--- config.mk ---
export PLATFORM = sky130hd
export DESIGN_NAME = id_ex_stage
export DESIGN_NICKNAME = d
export VERILOG_FILES = /design/src/rtl/id_ex_stage.sv
export SDC_FILE = /design/constraint.sdc
export NUM_CORES = 1
export LEC_CHECK = 0
export CORE_UTILIZATION = 40
export DETAILED_ROUTE_END_ITERATION = 8
export GPL_ROUTABILITY_DRIVEN = 0
export PLACE_DENSITY = 0.8
export SLEW_MARGIN = 20
export SYNTH_ARGS = -nofsm -noshare
export SYNTH_HDL_FRONTEND = slang
export SYNTH_SLANG_ARGS = --single-unit
--- constraint.sdc ---
create_clock -name clk -period 4.7 [get_ports clk]
set_input_delay 0.94 -clock clk [delete_from_list [all_inputs] [get_ports clk]]
set_output_delay 0.94 -clock clk [all_outputs]
set_load 0.005 [all_outputs]
--- src/rtl/id_ex_stage.sv ---
// ID/EX pipeline register: latches the decoded control word, operands and register
// addresses, inserts load-use bubbles and honours external stall/flush requests.
module id_ex_stage #(
   parameter int DATA_W = 32,
   parameter int REG_AW = 4
) (
   input  logic              clk,
   input  logic              rst_n,
   input  logic              id_wmem,
   input  logic              id_rmem,
   input  logic              id_wreg,
   input  logic              id_wpc,
   input  logic [1:0]        id_jmpF,
   input  logic [2:0]        id_ALUins,
   input  logic [1:0]        id_ExtndSel,
   input  logic              id_valid,
   input  logic [REG_AW-1:0] id_rd,
   input  logic [REG_AW-1:0] id_rs1,
   input  logic [REG_AW-1:0] id_rs2,
   input  logic              id_rs1_used,
   input  logic              id_rs2_used,
   input  logic [DATA_W-1:0] id_a,
   input  logic [DATA_W-1:0] id_b,
   input  logic [DATA_W-1:0] id_imm,
   input  logic              stall_i,
   input  logic              flush_i,
   output logic              ex_wmem,
   output logic              ex_rmem,
   output logic              ex_wreg,
   output logic              ex_wpc,
   output logic [1:0]        ex_jmpF,
   output logic [2:0]        ex_ALUins,
   output logic [1:0]        ex_ExtndSel,
   output logic              ex_valid,
   output logic [REG_AW-1:0] ex_rd,
   output logic [DATA_W-1:0] ex_a,
   output logic [DATA_W-1:0] ex_b,
   output logic [DATA_W-1:0] ex_imm,
   output logic              hold_o,
   output logic [15:0]       bubble_cnt
);

   localparam logic [1:0] SEL_HOLD   = 2'd0;
   localparam logic [1:0] SEL_BUBBLE = 2'd1;
   localparam logic [1:0] SEL_LOAD   = 2'd2;

   logic              ex_wmem_r, ex_rmem_r, ex_wreg_r, ex_wpc_r, ex_valid_r;
   logic [1:0]        ex_jmpF_r, ex_ExtndSel_r;
   logic [2:0]        ex_ALUins_r;
   logic [REG_AW-1:0] ex_rd_r;
   logic [DATA_W-1:0] ex_a_r, ex_b_r, ex_imm_r;
   logic [15:0]       bubble_cnt_r;
   logic              luh_s;
   logic              cnt_inc_s;
   logic [1:0]        sel_s;

   // Load-use hazard detection against the load currently in EX
   always_comb begin
      luh_s = ex_valid_r & ex_rmem_r & id_valid &
              ((id_rs1_used & (id_rs1 == ex_rd_r)) | (id_rs2_used & (id_rs2 == ex_rd_r)));
   end

   // Next-state selection: flush beats stall beats hazard; an invalid ID slot becomes a bubble
   always_comb begin
      sel_s     = SEL_HOLD;
      cnt_inc_s = 1'b0;
      if (flush_i) begin
         sel_s = SEL_BUBBLE;
      end else if (stall_i) begin
         sel_s = SEL_HOLD;
      end else if (luh_s) begin
         sel_s     = SEL_BUBBLE;
         cnt_inc_s = 1'b1;
      end else if (!id_valid) begin
         sel_s = SEL_BUBBLE;
      end else begin
         sel_s = SEL_LOAD;
      end
   end

   // Hold request to PC and IF/ID; forced low while reset is asserted
   assign hold_o = rst_n & ((luh_s & ~flush_i) | stall_i);

   // Control word, valid flag and destination address
   always_ff @(posedge clk or negedge rst_n) begin
      if (!rst_n) begin
         ex_wmem_r     <= 1'b0;
         ex_rmem_r     <= 1'b0;
         ex_wreg_r     <= 1'b0;
         ex_wpc_r      <= 1'b0;
         ex_jmpF_r     <= 2'd0;
         ex_ALUins_r   <= 3'd0;
         ex_ExtndSel_r <= 2'd0;
         ex_valid_r    <= 1'b0;
         ex_rd_r       <= {REG_AW{1'b0}};
      end else begin
         case (sel_s)
            SEL_LOAD: begin
               ex_wmem_r     <= id_wmem;
               ex_rmem_r     <= id_rmem;
               ex_wreg_r     <= id_wreg;
               ex_wpc_r      <= id_wpc;
               ex_jmpF_r     <= id_jmpF;
               ex_ALUins_r   <= id_ALUins;
               ex_ExtndSel_r <= id_ExtndSel;
               ex_valid_r    <= 1'b1;
               ex_rd_r       <= id_rd;
            end
            SEL_BUBBLE: begin
               ex_wmem_r     <= 1'b0;
               ex_rmem_r     <= 1'b0;
               ex_wreg_r     <= 1'b0;
               ex_wpc_r      <= 1'b0;
               ex_jmpF_r     <= 2'd0;
               ex_ALUins_r   <= 3'd0;
               ex_ExtndSel_r <= 2'd0;
               ex_valid_r    <= 1'b0;
               ex_rd_r       <= {REG_AW{1'b0}};
            end
            default: begin
               ex_valid_r <= ex_valid_r;
            end
         endcase
      end
   end

   // Operand registers; bubbles leave them untouched
   always_ff @(posedge clk or negedge rst_n) begin
      if (!rst_n) begin
         ex_a_r   <= {DATA_W{1'b0}};
         ex_b_r   <= {DATA_W{1'b0}};
         ex_imm_r <= {DATA_W{1'b0}};
      end else if (sel_s == SEL_LOAD) begin
         ex_a_r   <= id_a;
         ex_b_r   <= id_b;
         ex_imm_r <= id_imm;
      end
   end

   // Saturating count of load-use bubbles
   always_ff @(posedge clk or negedge rst_n) begin
      if (!rst_n) begin
         bubble_cnt_r <= 16'd0;
      end else if (cnt_inc_s && (bubble_cnt_r != 16'hFFFF)) begin
         bubble_cnt_r <= bubble_cnt_r + 16'd1;
      end
   end

   assign ex_wmem     = ex_wmem_r;
   assign ex_rmem     = ex_rmem_r;
   assign ex_wreg     = ex_wreg_r;
   assign ex_wpc      = ex_wpc_r;
   assign ex_jmpF     = ex_jmpF_r;
   assign ex_ALUins   = ex_ALUins_r;
   assign ex_ExtndSel = ex_ExtndSel_r;
   assign ex_valid    = ex_valid_r;
   assign ex_rd       = ex_rd_r;
   assign ex_a        = ex_a_r;
   assign ex_b        = ex_b_r;
   assign ex_imm      = ex_imm_r;
   assign bubble_cnt  = bubble_cnt_r;

endmodule

==> metrics.txt, run 1 <==
Site Rows 41; Hold Path Class reg2reg; CTS tree done; post-DR wirelength/cell about 17 um; Sum Neg Setup Slack 0 ns; VDD IR max 278.8 uV; Crit. End Element primary output; Seq/Total Area, Yosys 0.6167; Clock Tree Buf Depth 2; initial core utilization 0.4116; Yosys top cell by area dfrtp_1; diode count 0; Core Area between 10000 and 15000 sq um; global route total overflow 0; Max Cap Viol 0; vias in the first global route 4008; worst reg2reg startpoint ex_rd[1]; critical setup path kind in2out; Worst EP required between 3 and 4 ns; Synth area leaders dfrtp_1, mux2_2, xnor2_1; setup slack, reg-to-reg ~2.0 ns; Post-synth top flop dfrtp_1; #FFs+latches synth approximately 130; via count between 3000 and 4000; leakage around 3.5 nW; Nets 762; setup repair bufs after CTS 0; Unique masters post-synth 31; Slew @ Worst Pin between 0.9 and 1 ns; WL final roughly 14000 um; Die W 116.0 um; Period minus WS final between 3 and 4 ns; Post-synth EDFFs 0; Fill cells 959; dpl cell area just under 8000 sq um; CP max stage delay 0.51 ns; slowest CP cell clkdlybuf4s50_1; asr flop ratio synth 1.000; syn_nets 502; IO buf count 254; Synth Cell Area around 5200 sq um; final setup fails 0; Final Skew approximately 0.0065 ns; count leader, synth dfrtp_1; total power ~0.0034 W; post-synthesis cell count 372; CP startpoint kind primary input; Worst Hold End ex_ALUins[1]; Slew HR 0.3565; CP max FO 3; H-tree depth 4; antenna viol nets, final 0; number of synthesis warnings 0; CTS root buf clkbuf_16; Synth top area share 0.6167; largest net degree at the start of global routing 80; Sink Count about 130; cts hold-fix bufs 0; DIE AREA approximately 13000 sq um; min setup slack post-route ~0.94 ns; Die Ht 116.0 um; pre-CTS setup slack ~0.93 ns; gr usage total 0.2100; syn_area_per_cell around 14 sq um; share of cells above drive strength 1 0.2065; Residual DRC 0; final hold violation count 0; outcome complete, no violations; IO Pins 255; Data arrival, critical path 2.82 ns; starting DRC count in detailed routing between 150 and 200; Via-to-Cell Ratio approximately 4.8; post-cts resize count 0; detailed placement HPWL 10220 um; critical-path cell list clkdlybuf4s50_1 > and3_2 > nand4_2 > o22a_2 > o21ai_0 > and2_1 > clkdlybuf4s50_1; fin. max-slew vios 0; FF-to-FF End ex_imm[1]; Final Instance Area about 8400 sq um; clk slew on worst S/H paths approximately 0.050 ns; Worst Reg2Reg Path Length in Cells 8; Area growth syn-to-layout 62.52%; Synth top cells by count dfrtp_1, mux2_2, nand2_1; Hold Path Cell Cnt 2; part of the cycle the worst path needs 0.8003; total CTS buffers 17; maximum operating frequency about 270 MHz; Critical Path Most Common Cell clkdlybuf4s50_1; drt pass-1 iters 4; Worst Min Path Start ex_ALUins[1]; RSZ-0062 raised after global routing false; Pwr Density 405.5 nW/um^2; worst skew pair latency around 0.41 ns; number of antenna violations at the first check in global routing 0; first-pass GRT wire length about 21000 um
[critical path, delay by kind of cell]
kind | cells | cell delay (ns)
buffers and inverters | 2 | 1.01
and+or+nand+nor | 3 | 0.50
AOI/OAI and AO/OA | 2 | 0.38
[cells by family after synthesis]
family	after synthesis	share of synthesized area
flip-flops	128	0.6167
AND/OR/NAND/NOR	79	0.08504
XOR/XNOR	23	0.03879
AO/OA/AOI/OAI	21	0.02289
adder cells (fa/ha/maj)	4	0.009637
buffers and inverters	19	0.01469
multiplexers	98	0.2122
[cell type report]
cell class,count,area (sq um),share of cell area
clock buffer,24,471.7,0.05588
clock inverter,7,37.54,0.004447
inverter,3,11.26,0.001334
multi-input combinational,225,1927,0.2283
sequential,128,3203,0.3795
tap,172,215.2,0.02550
timing repair buffer,257,2575,0.3051
[routing by layer]
layer | global-route usage | part of all wire | vias to the layer above
met5 | 0 | 0 | -
met4 | 0.09402 | 0.026 | 0
met3 | 0.07165 | 0.080 | 27
met2 | 0.3738 | 0.53 | 167
met1 | 0.2251 | 0.36 | 1892
li1 | - | - | 1826
[per-stage QoR]
step,hold slack (ns),utilization,cells
floorplan,0.4733,-,372
global placement,0.4631,0.6285,785
detailed placement,0.4786,0.6285,785
CTS,0.4909,0.6688,816
global route,0.5143,0.6688,816
finish,0.4910,0.6688,816
[placed cells by master (no fill, tap or decap), drive strengths merged, types with 2 or more instances in the layout]
| master | synthesis | layout |
|---|---|---|
| dfrtp | 128 | 128 |
| nand4 | 7 | 7 |
| xnor2 | 16 | 16 |
| nor4 | 4 | 4 |
| inv | 3 | 3 |
| o21ai | 16 | 16 |
| nand2b | 15 | 15 |
| clkinv | 0 | 6 |
| or4 | 3 | 3 |
| nand3 | 9 | 9 |
| xor2 | 7 | 7 |
| and3 | 3 | 3 |
| o22a | 2 | 2 |
| buf | 4 | 4 |
| ha | 4 | 4 |
| nor2 | 4 | 4 |
| clkbuf | 12 | 24 |
| mux2 | 97 | 97 |
| nor3 | 2 | 2 |
| clkdlybuf4s50 | 0 | 253 |
| nand2 | 26 | 26 |
| nor4b | 2 | 2 |
[state kept, by name (all words and copies together) (netlist names), 2 cells and up]
| register | cells |
|---|---|
| ex_ALUins | 3 |
| ex_imm | 32 |
| bubble_cnt | 16 |
| ex_a | 32 |
| ex_jmpF | 2 |
| ex_rd | 4 |
| ex_b | 32 |
| ex_ExtndSel | 2 |
[where the power goes]
part           leakage [nW]  internal [W]  total (W)  switching [W]
clock                 0.253      0.000691    0.00113       0.000435
sequential             1.59       0.00132    0.00144       0.000116
combinational          1.67      0.000614   0.000861       0.000246
total                  3.52       0.00262    0.00342       0.000798
[worst max path at each step]
stage	start	endpoint	slack, ns	depth (start not counted)
CTS	id_valid	hold_o	0.93	7
global placement	id_valid	hold_o	0.96	7
floorplan	id_valid	ex_b[0]	1.75	10
finish	id_valid	hold_o	0.94	7
global route	id_valid	hold_o	0.83	7
detailed placement	id_valid	hold_o	0.93	7
No activity file was read; power rests on OpenSTA's default activity.
==> inputs of run 2 (changes only) <==
==> constraint.sdc (replaced) <==
create_clock -name clk -period 3.9 [get_ports clk]
set_input_delay 0.78 -clock clk [delete_from_list [all_inputs] [get_ports clk]]
set_output_delay 0.78 -clock clk [all_outputs]
set_load 0.005 [all_outputs]
==> run 2 against run 1 <==
Compared with the run above:
- clock skew increased by 0.00076 ns
- utilization up 0.41 points
- clock-buffer cell count shrank 2
- first-iteration DRC count shrank 3.6%
- worst hold slack worse by 0.0011 ns
- via count rose by 0.23%
- non-clock buffer count is the same
- routed wire length down 0.41%
- sequential share of layout area fell by 0.23 points
- highest routed layer unchanged
- global-route usage is 0.50 points lower
- largest power group unchanged
- critical path type unchanged
==> metrics.txt, run 2 (synthesis gave the netlist of run 1 again) <==
outcome complete, no violations (unchanged); setup repair bufs after CTS 0 (unchanged); worst reg2reg startpoint ex_rd[3] (was ex_rd[1]); share of cells above drive strength 1 0.2124 (was 0.2065); Site Rows 41 (unchanged); WL final 13460 um (was 13510 um); clk slew on worst S/H paths 0.05 ns (about the same); leading cell type in the layout, fill and taps excluded clkdlybuf4s50_1 (unchanged); Sink Count 128 (unchanged); CP max stage delay 0.51 ns (about the same); Via-to-Cell Ratio 4.799 (was 4.794); Die Ht 116.0 um (unchanged); cell internal pwr 0.003250 W (was 0.002624 W); Fill cells 954 (was 959); final hold violation count 0 (unchanged); M3 GR Usage 0.06851 (was 0.07165); final setup fails 0 (unchanged); setup slack, reg-to-reg 1.51 ns (was 2.01 ns); Slew HR 0.3980 (was 0.3565); Sum Neg Setup Slack 0 ns (unchanged); gr usage total 0.2051 (was 0.2100); fin. max-slew vios 0 (unchanged); Area growth syn-to-layout 63.50% (was 62.52%); IO buf count 254 (unchanged); Final Core Density 0.6729 (was 0.6688); part of the cycle the worst path needs 0.8892; Clock Power Share 0.347 (was 0.329); total CTS buffers 17 (unchanged); sequential share of power 0.408 (was 0.419); Die W 116.0 um (unchanged); RSZ-0062 raised after global routing false (unchanged); Bufs and invs on worst path 2 (unchanged); worst skew pair latency 0.40 ns (was 0.41 ns); Slew @ Worst Pin 0.9029 ns (was 0.9652 ns); post-DR wirelength/cell 16.47 um (was 16.56 um); Crit. End Element primary output (unchanged); Core Area 12620 sq um (unchanged); IO Pins 255 (unchanged); FF-to-FF End ex_a[0] (was ex_imm[1]); Worst Reg2Reg Path Length in Cells 8 (unchanged); Worst Min Path Start ex_jmpF[1] (was ex_ALUins[1]); CP startpoint kind primary input (unchanged); critical setup path kind in2out (unchanged); slowest CP cell clkdlybuf4s50_1 (unchanged); Final Skew 0.007298 ns (was 0.006541 ns); leakage 3.538 nW (was 3.520 nW); GRT met2 Usage 0.3643 (was 0.3738); Nets 762 (unchanged); first-pass GRT wire length 20580 um (was 21020 um); gr busiest metal met2 (unchanged); post-route insts no fill 817 (was 816); CP max FO 3 (unchanged); CTS root buf clkbuf_16 (unchanged); Critical Path Most Common Cell clkdlybuf4s50_1 (unchanged); cts hold-fix bufs 0 (unchanged); diode count 0 (unchanged); Max Cap Viol 0 (unchanged); Worst Hold End ex_jmpF[1] (was ex_ALUins[1]); starting DRC count in detailed routing 159 (was 165); Period minus WS final 3.468 ns; sw frac 0.2343 (was 0.2331); via count 3921 (was 3912); Pwr Density 499.8 nW/um^2 (was 405.5 nW/um^2); vias in the first global route 3921 (was 4008); antenna viol nets, final 0 (unchanged); CP delay by family, top buffers and inverters (unchanged); number of antenna violations at the first check in global routing 0 (unchanged); leading cell types in the layout, fill and taps excluded clkdlybuf4s50_1, dfrtp_1, mux2_2 (unchanged); initial core utilization 0.4116 (unchanged); Placed Cells 785 (unchanged); Net Switching 0.0009943 W (was 0.0007979 W); DIE AREA 13440 sq um (unchanged); CTS tree done (unchanged); drt pass-1 iters 4 (unchanged); critical-path cell list clkdlybuf4s50_1 > and3_2 > nand4_2 > o22a_2 > o21ai_0 > and2_1 > clkdlybuf4s50_1 (unchanged); post-cts resize count 0 (unchanged); maximum operating frequency between 200 and 300 MHz; Hold Path Cell Cnt 2 (unchanged); detailed placement HPWL 9894 um (was 10220 um); total power 0.004244 W (was 0.003422 W); Residual DRC 0 (unchanged); global route total overflow 0 (unchanged); Logic pwr share 0.245 (was 0.251); met1 Use GR 0.2239 (was 0.2251); Clock Tree Buf Depth 2 (unchanged); VDD IR max 284.8 uV (was 278.8 uV); Hold Path Class reg2reg (unchanged); Data arrival, critical path 2.69 ns (was 2.82 ns); H-tree depth 4 (unchanged); Worst EP required 3.12 ns (was 3.76 ns); largest net degree at the start of global routing 97 (was 80)
[run 2: changes by cell type in the layout (fill, tap and decap cells not counted)]
| cell | delta |
|---|---|
| bufinv_16 | +1 |
| clkbuf_1 | -3 |
| clkbuf_8 | +1 |
| clkinv_2 | -1 |
| clkinv_4 | +1 |
| clkinvlp_4 | +2 |
[run 2: per-layer routing]
metal / share of wire / up-vias
li1: - / 1836
met1: 0.38 / 1906
met2: 0.52 / 158
met3: 0.080 / 21
met4: 0.022 / 0
met5: 0 / -
[run 2: area by class of cell]
type,count,area (sq um),share of cell area
multi-input cells,225,1927,0.2269
inverters,3,11.26,0.001326
repair buffers,257,2575,0.3032
clock buffers,22,474.2,0.05584
flip-flops and latches,128,3203,0.3772
well taps,172,215.2,0.02534
clock inverters,10,86.33,0.01017
[run 2: worst register-to-register path: stages, from the launching register on]
cell and delay [ns]:
dfrtp_1 0.45, xnor2_1 0.15, nand4_1 0.13, o22a_2 0.19, nand2_1 0.07, a21oi_1 0.25
ha_4 0.18, buf_12 0.38, mux2_2 0.48
[run 2: worst max-delay path by stage]
| stage | startpoint | end | slack [ns] | cells past startpoint |
|---|---|---|---|---|
| 2_1_floorplan | id_valid | ex_b[0] | 1.11 | 10 |
| 5_1_grt | id_valid | hold_o | 0.32 | 7 |
| 6_report | id_valid | hold_o | 0.43 | 7 |
| 4_1_cts | id_valid | hold_o | 0.43 | 7 |
| 3_5_place_dp | id_valid | hold_o | 0.44 | 7 |
| 3_3_place_gp | id_valid | hold_o | 0.49 | 7 |
[run 2: power groups by stage]
stage,clock network (W),logic [W],registers (W)
floorplan,0,0.000268,0.00176
global placement,0,0.00103,0.00173
detailed placement,0,0.00105,0.00175
CTS,0.00151,0.00106,0.00173
global route,0.00157,0.00111,0.00176
finish,0.00147,0.00104,0.00173
[run 2: through the flow]
step	area, sq um	worst slack [ns]	hold slack [ns]
2_1_floorplan	5194	1.109	0.4733
4_1_cts	8492	0.4300	0.4956
6_report	8492	0.4322	0.4900
3_3_place_gp	7931	0.4859	0.4601
5_1_grt	8492	0.3194	0.5142
3_5_place_dp	7931	0.4412	0.4812
==> inputs of run 3 (changes only) <==
--- a/config.mk
+++ b/config.mk
@@ -5,10 +5,10 @@
 export SDC_FILE = /design/constraint.sdc
 export NUM_CORES = 1
 export LEC_CHECK = 0
-export CORE_UTILIZATION = 40
+export CORE_UTILIZATION = 41
 export DETAILED_ROUTE_END_ITERATION = 8
 export GPL_ROUTABILITY_DRIVEN = 0
-export PLACE_DENSITY = 0.8
+export PLACE_DENSITY = 0.81
 export SLEW_MARGIN = 20
 export SYNTH_ARGS = -nofsm -noshare
 export SYNTH_HDL_FRONTEND = slang
==> run 3 against run 2 <==
Compared with the run above:
- utilization increased by 3.1 points
- routed wire length increased by 4.4%
- via count increased by 2.6%
- worst hold slack got worse by 0.011 ns
- clock power increased by 14%
- cell area increased by 0.75%
- critical path depth unchanged
- power increased by 4.6%
==> metrics.txt, run 3 (synthesis gave the netlist of run 1 again) <==
part of the cycle the worst path needs 0.8969 (was 0.8892); cell count along the critical path 7 (unchanged); starting DRC count in detailed routing 179 (was 159); number of antenna violations at the first check in global routing 0 (unchanged); CTS root buf clkbuf_16 (unchanged); critical setup path kind in2out (unchanged); critical-path cell list clkdlybuf4s50_1 > and3_2 > nand4_2 > o22a_2 > o21ai_0 > and2_1 > clkdlybuf4s50_1 (unchanged); largest net degree at the start of global routing 73 (was 97); FF-to-FF End ex_imm[5] (was ex_a[0]); Worst Hold End ex_ExtndSel[0] (was ex_jmpF[1]); IO Pins 255 (unchanged); min setup slack post-route 0.4022 ns (was 0.4322 ns); Worst EP required 3.12 ns (about the same); RSZ-0062 raised after global routing false (unchanged); first-pass GRT wire length 21750 um (was 20580 um); setup repair bufs after CTS 0 (unchanged); footprint of the multi-input gates 1927 sq um (unchanged); CP startpoint kind primary input (unchanged); Crit. End Element primary output (unchanged); IO buf count 254 (unchanged); Clock Tree Buf Depth 2 (unchanged); CP max stage delay 0.52 ns (was 0.51 ns); worst reg2reg startpoint ex_rd[1] (was ex_rd[3]); Max Cap Viol 0 (unchanged); pre-CTS setup slack 0.4422 ns (was 0.4412 ns); Hold Path Cell Cnt 2 (unchanged); Final Instance Area 8556 sq um (was 8492 sq um); Worst setup startpoint id_valid (unchanged); Fill cells 847 (was 954); Worst Min Path Start ex_ExtndSel[0] (was ex_jmpF[1]); leading cell type in the layout, fill and taps excluded clkdlybuf4s50_1 (unchanged); Period minus WS final 3.498 ns (was 3.468 ns); post-cts resize count 0 (unchanged); dpl cell area 7934 sq um (was 7931 sq um); Final Skew 0.006604 ns (was 0.007298 ns); Slew HR 0.4077 (was 0.3980); Via-to-Cell Ratio 4.943 (was 4.799); total power 0.004440 W (was 0.004244 W); worst skew pair latency 0.41 ns (was 0.40 ns); WL final 14050 um (was 13460 um); fin. max-slew vios 0 (unchanged); gr usage total 0.2195 (was 0.2051); Pwr Density 518.9 nW/um^2 (was 499.8 nW/um^2); leakage 3.578 nW (was 3.538 nW); CTS tree done (unchanged); CP max FO 3 (unchanged); total CTS buffers 17 (unchanged); Sum Neg Setup Slack 0 ns (unchanged); global route total overflow 0 (unchanged); Die W 114.6 um (was 116.0 um); clk slew on worst S/H paths 0.06 ns (was 0.05 ns); Data arrival, critical path 2.72 ns (was 2.69 ns); leading cell types in the layout, fill and taps excluded clkdlybuf4s50_1, dfrtp_1, mux2_2 (unchanged); Bufs and invs on worst path 2 (unchanged); outcome complete, no violations (unchanged); Critical Path Most Common Cell clkdlybuf4s50_1 (unchanged); Slew @ Worst Pin 0.8885 ns (was 0.9029 ns); CP delay by family, top buffers and inverters (unchanged); Final Core Density 0.7035 (was 0.6729); final setup fails 0 (unchanged); share of cells above drive strength 1 0.2136 (was 0.2124); Residual DRC 0 (unchanged); Sink Count 128 (unchanged); initial core utilization 0.4271 (was 0.4116); post-DR wirelength/cell 17.26 um (was 16.47 um); Core Area 12160 sq um (was 12620 sq um); slowest CP cell clkdlybuf4s50_1 (unchanged); H-tree depth 4 (unchanged); DIE AREA 13120 sq um (was 13440 sq um); final hold violation count 0 (unchanged); Nets 763 (was 762); VDD IR max 314.6 uV (was 284.8 uV); Hold Path Class reg2reg (unchanged); Worst Reg2Reg Path Length in Cells 8 (unchanged); detailed placement HPWL 10090 um (was 9894 um); vias in the first global route 4368 (was 3921); drt pass-1 iters 4 (unchanged); Reg area 3203 sq um (unchanged); Die Ht 114.6 um (was 116.0 um); cts hold-fix bufs 0 (unchanged); Area growth syn-to-layout 64.73% (was 63.50%); maximum operating frequency 285.9 MHz (was 288.4 MHz); diode count 0 (unchanged); via count 4024 (was 3921); Site Rows 40 (was 41); setup slack, reg-to-reg 1.36 ns (was 1.51 ns); antenna viol nets, final 0 (unchanged)
run 3: changes by cell type in the layout (fill, tap and decap cells not counted), sizes merged:
cell	before	now
bufinv	1	4
clkinvlp	3	1
buf	4	5
clkbuf	22	21
run 3: power by group:
part | total (W) | switching (W) | internal (W)
clock network | 0.00167 | 0.000568 | 0.00110
logic | 0.00104 | 0.000301 | 0.000740
registers | 0.00173 | 0.000144 | 0.00159
run 3: metal layers:
layer	wire length, um	GRT usage	up-vias	part of all wire
met4	374	0.1065	0	0.027
met2	7200	0.3883	207	0.51
met3	1303	0.08364	34	0.093
met1	5170	0.2284	1953	0.37
li1	-	-	1830	-
met5	0	0	-	0
run 3: worst min-delay path: stages (launching register included):
cell and delay, ns:
dfrtp_1 0.34, nand2_1 0.05, o21ai_0 0.05
run 3: cell type report:
type	instances	share of cell area
clock buffer	21	0.05382
clock inverter	11	0.01887
inverter	3	0.001316
multi-input combinational	225	0.2252
sequential	128	0.3744
tap	168	0.02457
timing repair buffer	258	0.3018
run 3: per-stage QoR:
step,hold slack [ns],std cells
floorplan,0.4733,372
global placement,0.4638,782
detailed placement,0.4726,782
CTS,0.4872,814
global route,0.5114,814
finish,0.4790,814
run 3: worst max path at each step:
stage               slack, ns      end
global route             0.37   hold_o
detailed placement       0.44   hold_o
finish                   0.40   hold_o
floorplan                1.11  ex_b[0]
CTS                      0.43   hold_o
global placement         0.47   hold_o
